## config.mk

```make
export PLATFORM = sky130hd
export DESIGN_NAME = rf_wport_arbiter_flat
export DESIGN_NICKNAME = d
export VERILOG_FILES = /design/src/rtl/rf_wport_arbiter_if.sv /design/src/rtl/rf_wport_arbiter.sv /design/src/flat_wrapper.sv
export SDC_FILE = /design/constraint.sdc
export NUM_CORES = 1
export LEC_CHECK = 0
export CAP_MARGIN = 20
export CELL_PAD_IN_SITES_DETAIL_PLACEMENT = 0
export CELL_PAD_IN_SITES_GLOBAL_PLACEMENT = 1
export CORE_MARGIN = 2
export CORE_UTILIZATION = 49
export CTS_CLUSTER_SIZE = 24
export DETAILED_ROUTE_END_ITERATION = 8
export DONT_BUFFER_PORTS = 1
export PLACE_DENSITY_LB_ADDON = 0.12
export SYNTH_ARGS = -nofsm -noshare
export SYNTH_HDL_FRONTEND = slang
export SYNTH_SLANG_ARGS = --single-unit
```

## constraint.sdc

```tcl
create_clock -name clk -period 3.7 [get_ports clk]
set_input_delay 0.555 -clock clk [delete_from_list [all_inputs] [get_ports clk]]
set_output_delay 0.555 -clock clk [all_outputs]
set_load 0.03 [all_outputs]
```

## src/rtl/rf_wport_arbiter_if.sv

```systemverilog
// GPR write-port arbiter bus: WB request, LU result handshake,
// regfile write port and MEM-stage hold.
interface rf_wport_arbiter_if #(
    parameter int DEPTH = 2
);
    localparam int CW = $clog2(DEPTH) + 1;

    logic          wb_we;
    logic [4:0]    wb_waddr;
    logic [31:0]   wb_wdata;
    logic          lu_valid;
    logic          lu_ready;
    logic [4:0]    lu_waddr;
    logic [31:0]   lu_wdata;
    logic          rf_we;
    logic [4:0]    rf_waddr;
    logic [31:0]   rf_wdata;
    logic          ms_block;
    logic [CW-1:0] lu_pending;

    modport master (
        output wb_we, wb_waddr, wb_wdata,
        output lu_valid, lu_waddr, lu_wdata,
        input  lu_ready,
        input  rf_we, rf_waddr, rf_wdata,
        input  ms_block, lu_pending
    );

    modport slave (
        input  wb_we, wb_waddr, wb_wdata,
        input  lu_valid, lu_waddr, lu_wdata,
        output lu_ready,
        output rf_we, rf_waddr, rf_wdata,
        output ms_block, lu_pending
    );
endinterface

```

## src/rtl/rf_wport_arbiter.sv

```systemverilog
// Single GPR write port shared by WB (always wins) and the LU
// result FIFO; a starvation counter forces a free slot via ms_block.
module rf_wport_arbiter #(
    parameter int DEPTH      = 2,
    parameter int STARVE_MAX = 8
) (
    input logic               clk,
    input logic               reset,
    rf_wport_arbiter_if.slave bus
);
    localparam int AW = $clog2(DEPTH);
    localparam int CW = AW + 1;
    localparam int SW = $clog2(STARVE_MAX + 1);

    typedef struct packed {
        logic [4:0]  waddr;
        logic [31:0] wdata;
    } lu_entry_t;

    typedef enum logic [1:0] {
        IDLE,
        WAIT,
        FORCE
    } state_t;

    lu_entry_t     mem [DEPTH];
    logic [AW-1:0] wr_ptr;
    logic [AW-1:0] rd_ptr;
    logic [CW-1:0] count;
    logic [CW-1:0] count_nx;
    logic [SW-1:0] starve_cnt;
    logic [SW-1:0] starve_nx;
    state_t        state;
    state_t        state_nx;
    logic          full;
    logic          empty;
    logic          push;
    logic          pop;
    logic          head_blocked;
    lu_entry_t     head;

    assign full         = (count == CW'(DEPTH));
    assign empty        = (count == '0);
    assign push         = bus.lu_valid && !full;
    assign pop          = !bus.wb_we && !empty;
    assign head_blocked = bus.wb_we && !empty;
    assign head         = mem[rd_ptr];

    assign bus.lu_ready   = !full;
    assign bus.lu_pending = count;
    assign bus.ms_block   = (state == FORCE);

    // Occupancy after this cycle's push/pop
    always_comb begin
        count_nx = count;
        if (push && !pop) begin
            count_nx = count + CW'(1);
        end else if (!push && pop) begin
            count_nx = count - CW'(1);
        end
    end

    // FIFO storage; payload needs no reset
    always_ff @(posedge clk) begin
        if (push) begin
            mem[wr_ptr] <= {bus.lu_waddr, bus.lu_wdata};
        end
    end

    // FIFO pointers and occupancy
    always_ff @(posedge clk) begin
        if (!reset) begin
            wr_ptr <= '0;
            rd_ptr <= '0;
            count  <= '0;
        end else begin
            if (push) wr_ptr <= wr_ptr + AW'(1);
            if (pop)  rd_ptr <= rd_ptr + AW'(1);
            count <= count_nx;
        end
    end

    // Write-port mux: WB first, then the FIFO head
    always_comb begin
        bus.rf_we    = 1'b0;
        bus.rf_waddr = '0;
        bus.rf_wdata = '0;
        unique case (1'b1)
            bus.wb_we: begin
                bus.rf_we    = 1'b1;
                bus.rf_waddr = bus.wb_waddr;
                bus.rf_wdata = bus.wb_wdata;
            end
            pop: begin
                bus.rf_we    = (head.waddr != 5'd0);
                bus.rf_waddr = head.waddr;
                bus.rf_wdata = head.wdata;
            end
            default: ;
        endcase
    end

    // State and starvation counter registers
    always_ff @(posedge clk) begin
        if (!reset) begin
            state      <= IDLE;
            starve_cnt <= '0;
        end else begin
            state      <= state_nx;
            starve_cnt <= starve_nx;
        end
    end

    // Next state and saturating starvation count
    always_comb begin
        state_nx  = state;
        starve_nx = starve_cnt;
        unique case (state)
            IDLE: begin
                if (push) begin
                    state_nx  = WAIT;
                    starve_nx = '0;
                end
            end
            WAIT: begin
                if (pop) begin
                    starve_nx = '0;
                    if (count_nx == '0) state_nx = IDLE;
                end else if (head_blocked) begin
                    if (starve_cnt == SW'(STARVE_MAX - 1)) begin
                        state_nx = FORCE;
                    end
                    if (starve_cnt != SW'(STARVE_MAX)) begin
                        starve_nx = starve_cnt + SW'(1);
                    end
                end
            end
            FORCE: begin
                if (pop) begin
                    starve_nx = '0;
                    state_nx  = (count_nx == '0) ? IDLE : WAIT;
                end else if (starve_cnt != SW'(STARVE_MAX)) begin
                    starve_nx = starve_cnt + SW'(1);
                end
            end
            default: begin
                state_nx  = IDLE;
                starve_nx = '0;
            end
        endcase
    end
endmodule
```

## src/flat_wrapper.sv

```systemverilog
// flat-port wrapper written by rule: the top's interface ports become plain ports
module rf_wport_arbiter_flat 
#(
    parameter int DEPTH      = 2,
    parameter int STARVE_MAX = 8
)
  (clk, reset, bus_wb_we, bus_wb_waddr, bus_wb_wdata, bus_lu_valid, bus_lu_waddr, bus_lu_wdata, bus_lu_ready, bus_rf_we, bus_rf_waddr, bus_rf_wdata, bus_ms_block, bus_lu_pending);
  rf_wport_arbiter_if #(.DEPTH(DEPTH)) bus_i ();
  input logic clk;
  input logic reset;
  input wire logic [$bits(bus_i.wb_we)-1:0] bus_wb_we;
  input wire logic [$bits(bus_i.wb_waddr)-1:0] bus_wb_waddr;
  input wire logic [$bits(bus_i.wb_wdata)-1:0] bus_wb_wdata;
  input wire logic [$bits(bus_i.lu_valid)-1:0] bus_lu_valid;
  input wire logic [$bits(bus_i.lu_waddr)-1:0] bus_lu_waddr;
  input wire logic [$bits(bus_i.lu_wdata)-1:0] bus_lu_wdata;
  output wire logic [$bits(bus_i.lu_ready)-1:0] bus_lu_ready;
  output wire logic [$bits(bus_i.rf_we)-1:0] bus_rf_we;
  output wire logic [$bits(bus_i.rf_waddr)-1:0] bus_rf_waddr;
  output wire logic [$bits(bus_i.rf_wdata)-1:0] bus_rf_wdata;
  output wire logic [$bits(bus_i.ms_block)-1:0] bus_ms_block;
  output wire logic [$bits(bus_i.lu_pending)-1:0] bus_lu_pending;
  assign bus_i.wb_we = bus_wb_we;
  assign bus_i.wb_waddr = bus_wb_waddr;
  assign bus_i.wb_wdata = bus_wb_wdata;
  assign bus_i.lu_valid = bus_lu_valid;
  assign bus_i.lu_waddr = bus_lu_waddr;
  assign bus_i.lu_wdata = bus_lu_wdata;
  assign bus_lu_ready = bus_i.lu_ready;
  assign bus_rf_we = bus_i.rf_we;
  assign bus_rf_waddr = bus_i.rf_waddr;
  assign bus_rf_wdata = bus_i.rf_wdata;
  assign bus_ms_block = bus_i.ms_block;
  assign bus_lu_pending = bus_i.lu_pending;
  rf_wport_arbiter #(.DEPTH(DEPTH), .STARVE_MAX(STARVE_MAX)) u_core (.clk(clk), .reset(reset), .bus(bus_i));
endmodule
```

## Word-level counts from Yosys, hierarchy flattened

Memory sizes are Yosys's and may differ from the RTL's. A register that Yosys moved wholly into a read port is not among the register bits.
Index checks and enable logic that the tools add are counted.

- RAM bits: 74
- Word-level logic and storage cells: 60
- Flip-flop bits (word level): 10
- Memories: 1

Memory list:

| name | depth | bits a word | read ports | clocked after memory_dff | wr ports | RTL line | text |
|---|---|---|---|---|---|---|---|
| u_core.mem | 2 | 37 | 1 | 1 | 1 | rf_wport_arbiter.sv:26 | `lu_entry_t mem [DEPTH];` |

- Reduce and logical (&&, ||, !) cells: 16
- $add $sub $neg: 5
- Multiplexer cells: 23
- Equal/unequal tests: 10

Operator list:

| kind | count |
|---|---|
| $pmux W32 S2 | 1 |
| $mux W4 | 5 |
| $mux W2 | 8 |
| $pmux W4 S3 | 1 |
| $pmux W5 S2 | 1 |
| $logic_not A2 Y1 | 3 |
| $ne A3 B1 Y1 const B | 2 |
| $pmux W2 S3 | 1 |
| $logic_and A1 B1 Y1 | 5 |
| $logic_not A1 Y1 | 5 |
| $mux W1 | 5 |
| $reduce_and A5 Y1 | 1 |
| $reduce_bool A5 Y1 | 1 |
| $add A4 B1 Y4 const B | 1 |
| $eq A2 B2 Y1 const B | 2 |
| $eq A4 B3 Y1 const B | 1 |
| $ne A2 B1 Y1 const B | 2 |
| $ne A4 B4 Y1 const B | 1 |
| $ne A3 B3 Y1 const B | 1 |
| $add A1 B1 Y1 const B | 2 |
| $add A2 B1 Y2 const B | 1 |
| $eq A2 B1 Y1 const B | 1 |
| $pmux W1 S2 | 1 |
| $reduce_and A2 Y1 | 1 |
| $sub A2 B1 Y2 const B | 1 |

## Logic depth before layout (Yosys ltp)

- Depth after elaboration: 11
- Gate-level depth with buffers: 7

## Worst setup path after synthesis

Ideal clock, no wire load.

- Path kind: register to register
- From: reg u_core.count[0] (netlist: u_core.bus.lu_pending[0])
- To: mem u_core.mem[0][0] (netlist bit) (enable)
- Library setup time: 0.433 ns
- Path slack: 0.433 ns
- Cell stages (with the launch flop): 6
- Data arrival time: 2.834 ns
- Path buffers: 1
- Path through: dfxtp_1 > inv_1 > ha_1 > nand2b_1 > clkbuf_1 > nor2_1

- Cells in the longest elaborated chain, start to end: 5

RTL lines:

| element | RTL line | text |
|---|---|---|
| start, declared | rf_wport_arbiter.sv:29 | `logic [CW-1:0] count;` |
| start signal, assigned | rf_wport_arbiter.sv:79 | `count <= count_nx;` |
| $eq A2 B2 Y1 | rf_wport_arbiter.sv:42 | `assign full = (count == CW'(DEPTH));` |
| $logic_not A1 Y1 | rf_wport_arbiter.sv:44 | `assign push = bus.lu_valid && !full;` |
| $logic_and A1 B1 Y1 | rf_wport_arbiter.sv:44 |  |
| $mux W1 | rf_wport_arbiter.sv:65 | `if (push) begin` |
| $mux W1 (not written as such) | rf_wport_arbiter.sv:66 | `mem[wr_ptr] <= {bus.lu_waddr, bus.lu_wdata};` |
| end, declared | rf_wport_arbiter.sv:26 |  |

No other way between the ends.

## Worst setup path after layout

- From: reg u_core.count[0] (netlist: u_core.bus.lu_pending[0])
- To: out bus_rf_wdata[24]

- Cells in the longest elaborated chain, start to end: 4

RTL lines:

| element | RTL line | text |
|---|---|---|
| $logic_not A2 Y1 | rf_wport_arbiter.sv:43 | `assign empty = (count == '0);` |
| $logic_not A1 Y1 | rf_wport_arbiter.sv:45 | `assign pop = !bus.wb_we && !empty;` |
| $logic_and A1 B1 Y1 | rf_wport_arbiter.sv:45 |  |
| $pmux W32 S2 | rf_wport_arbiter.sv:88 | `unique case (1'b1)` |
| end, declared | flat_wrapper.sv:20 | `output wire logic [$bits(bus_i.rf_wdata)-1:0] bus_rf_wdata;` |

No other way between the ends.

==> impl_metrics.yaml <==
critical_path:
  crit_slowest_cell: "or2_2"
  critical_path_class: "flip-flop to primary output"
  crit_required_ns: 3.14
  endpoint_kind: "primary output"
  cp_slowest_stage_delay_ns: 0.59
  ff2ff_path_depth: 4
  reg2reg_from: "u_core.bus.lu_pending[0]$_SDFF_PN0_"
  path_cells: "inv_1 > ha_1 > or2_2 > o21ai_0 > buf_4"
  crit_fanout: 42
  r2r_end: "u_core.mem[1][19]$_DFFE_PP_"
  r2r_slack_ns: 1.14
  cp.arrival_ns: 2.49
  startpoint_type: "flip-flop"
min_path:
  hp-start: "bus_lu_wdata[25]"
  min_path_type: "input port to flip-flop"
  whs_path_depth: 0
  hold_end: "u_core.mem[1][25]$_DFFE_PP_"
logic_synthesis:
  ys_types: 36
  ys_seq_elements: 85
  synth_edf_count: 74
  synth_most_common_cell: "edfxtp_1"
  synthArstFlopShare_pct: 0
  synth_area_sq_um: 3750
  synth.net_count: 375
  yosysSeqAreaShare_pct: 65.2
  synthTopCellsByCount: "74 x edfxtp_1, 43 x o21ai_0, 41 x nand2_1"
  synth_top_area_share_pct: 59.3
  ys_warn_count: 0
  synth_area_leaders: "edfxtp_1 59%, mux2i_1 10%, dfxtp_1 5.9%, o21ai_0 5.7%, nand2_1 4.1%"
  synth_flop_cell: "edfxtp_1"
  yosysTopAreaCell: "edfxtp_1"
  syn_avg_cell_area_sq_um: 13.0
  syn_inst: 289
clock_tree:
  numCtsBuffers: 9
  insertion_delay_ns: 0.35
  cts_tree: "built"
  cts_max_level: 3
  cts_setup_buffers: 0
  clk_pin_slew_ns: 0.09
  cts_root_buffer: "clkbuf_8"
  cts_repair_resize_count: 0
  cts_hold_buf: 0
  clk_path_buf_depth: 2
  cts_num_sinks: 85
detailed_routing:
  via_per_inst: 5.46
  drc_errors: 0
  vias: 2339
  wl_um: 7230
  firstDrtPassIters: 4
  antenna_left: 0
  wl_per_cell_um: 16.9
  drtIter0Drc: 90
layout:
  n_fill_cell: 594
  layout.nets: 410
  finalNonFillerCells: 428
  fin_area_sq_um: 4320
  n_antenna_cell: 0
  area_growth_pct: 15.4
  drive_gt1_share_pct: 18.5
place:
  dp_cells: 412
  dpl.hpwl_um: 4740
  port_buffers: 0
  place_congestion: 0.820
  post_dp_cell_area_sq_um: 4130
timing:
  slew_viol_final: 0
  finalSetupTns_ns: 0
  rsz0062_at_grt: "false"
  relSlewSlack_pct: 37.6
  min_period_over_period_pct: 82.2
  fin_skew_ns: 0.00667
  finalHoldViolations: 0
  setup_viol: 0
  fmax_ghz: 0.329
  tightest_slew_ns: 0.936
  period_needed_ns: 3.04
flow_run:
  cap_violations: 0
die:
  dieArea_sq_um: 8360
  start_util_pct: 51.1
  rows: 31
  die_y_um: 91.5
  ios: 120
  coreArea_sq_um: 7330
  die_w_um: 91.5
power_and_ir_drop:
  pwr_density_cell_nw_per_um2: 697
  power_leakage_uw: 0.00153
  vdd_drop_max_mv: 0.288
status:
  outcome: "finished clean"
global_routing:
  track_usage_pct: 17.7
  grt_pass1_vias: 2291
  antenna_found_initial: 0
  grt_pass1_wl_um: 11400
  overflow: 0
  grt_max_degree: 43
-- layer usage --
layer	vias up	GRT usage (%)	part of all wire [%]	routed length [um]
met5	-	0	0	0
met4	0	7.70	1.9	138
met3	10	6.31	8.2	596
met2	88	27.8	47	3380
met1	1106	22.3	43	3110
li1	1135	-	-	-
-- per-stage QoR --
| stage | worst slack, ns | power (uW) | utilization, % | hold slack, ns |
|---|---|---|---|---|
| floorplan | 0.433 | 2090 | - | 0.461 |
| finish | 0.657 | 3010 | 59.0 | 0.295 |
| CTS | 0.663 | 3040 | 59.0 | 0.281 |
| global route | 0.453 | 3180 | 59.0 | 0.273 |
| global placement | 1.12 | 2380 | 56.3 | 0.480 |
| detailed placement | 1.05 | 2390 | 56.3 | 0.492 |
-- cell families (layout without fill, tap and decap cells) --
kind of cell             Yosys count  in the layout  share of synthesized area [%]
flip-flops                        85             85                           65.2
AND/OR/NAND/NOR                   69             69                           9.08
AO/OA/AOI/OAI                     62             62                           9.55
multiplexers                      39             39                           10.4
buffers and inverters             23             63                           2.40
adder cells (fa/ha/maj)            8              8                           2.67
XOR/XNOR                           3              3                          0.701
-- layout make-up --
class                      count  area (sq um)  share of cell area (%)
inverter                       8          30.0                   0.694
clock inverter                 7          73.8                    1.71
tap                           99           124                    2.86
clock buffer                   9           124                    2.86
sequential                    85          2440                    56.5
multi-input combinational    181          1220                    28.3
timing repair buffer          39           305                    7.06
-- sequential cells by signal, summed over array words and instances, names as in the netlist, named ones only --
name and count:
u_core.state 2, u_core.rd_ptr 1, u_core.starve_cnt 4, u_core.wr_ptr 1, u_core.bus.lu_pending 2, u_core.mem 74
-- layout by cell type (no fill, tap or decap), drive strengths merged, types with 2 or more instances in the layout --
cell type,instances
clkbuf,9
o21a,2
and2,6
nand2,41
or4,2
clkinv,4
inv,9
a21oi,5
dfxtp,11
buf,39
o21ai,43
mux2i,39
nand3b,2
nor2,3
edfxtp,74
or3,3
a21o,2
xnor2,3
o31ai,3
nor2b,2
ha,8
nand3,3
-- critical path: cells and delay by family, from the launching register on --
| family | cells | cell delay [ns] |
|---|---|---|
| AND/OR/NAND/NOR | 1 | 0.59 |
| flip-flops | 1 | 0.57 |
| buffers and inverters | 2 | 0.38 |
| adder cells (fa/ha/maj) | 1 | 0.29 |
| AO/OA/AOI/OAI | 1 | 0.29 |
-- how the worst max path moves through the flow --
stage / from / to / depth (start not counted) / slack [ns]
after floorplan: u_core.bus.lu_pending[0]$_SDFF_PN0_ / u_core.mem[0][0]$_DFFE_PP_ / 5 / 0.43
after global placement: u_core.bus.lu_pending[0]$_SDFF_PN0_ / bus_rf_wdata[11] / 5 / 1.12
after detailed placement: u_core.bus.lu_pending[0]$_SDFF_PN0_ / bus_rf_wdata[3] / 5 / 1.05
after CTS: u_core.bus.lu_pending[0]$_SDFF_PN0_ / bus_rf_wdata[27] / 5 / 0.66
after global routing: u_core.bus.lu_pending[0]$_SDFF_PN0_ / bus_rf_wdata[14] / 5 / 0.45
final: u_core.bus.lu_pending[0]$_SDFF_PN0_ / bus_rf_wdata[24] / 5 / 0.66
-- power by group --
part / internal [uW] / switching [uW] / total [uW]
registers: 1210 / 99.6 / 1310
clock network: 314 / 338 / 652
logic: 395 / 660 / 1050
total: 1920 / 1100 / 3010
No activity file was read; power rests on OpenSTA's default activity.
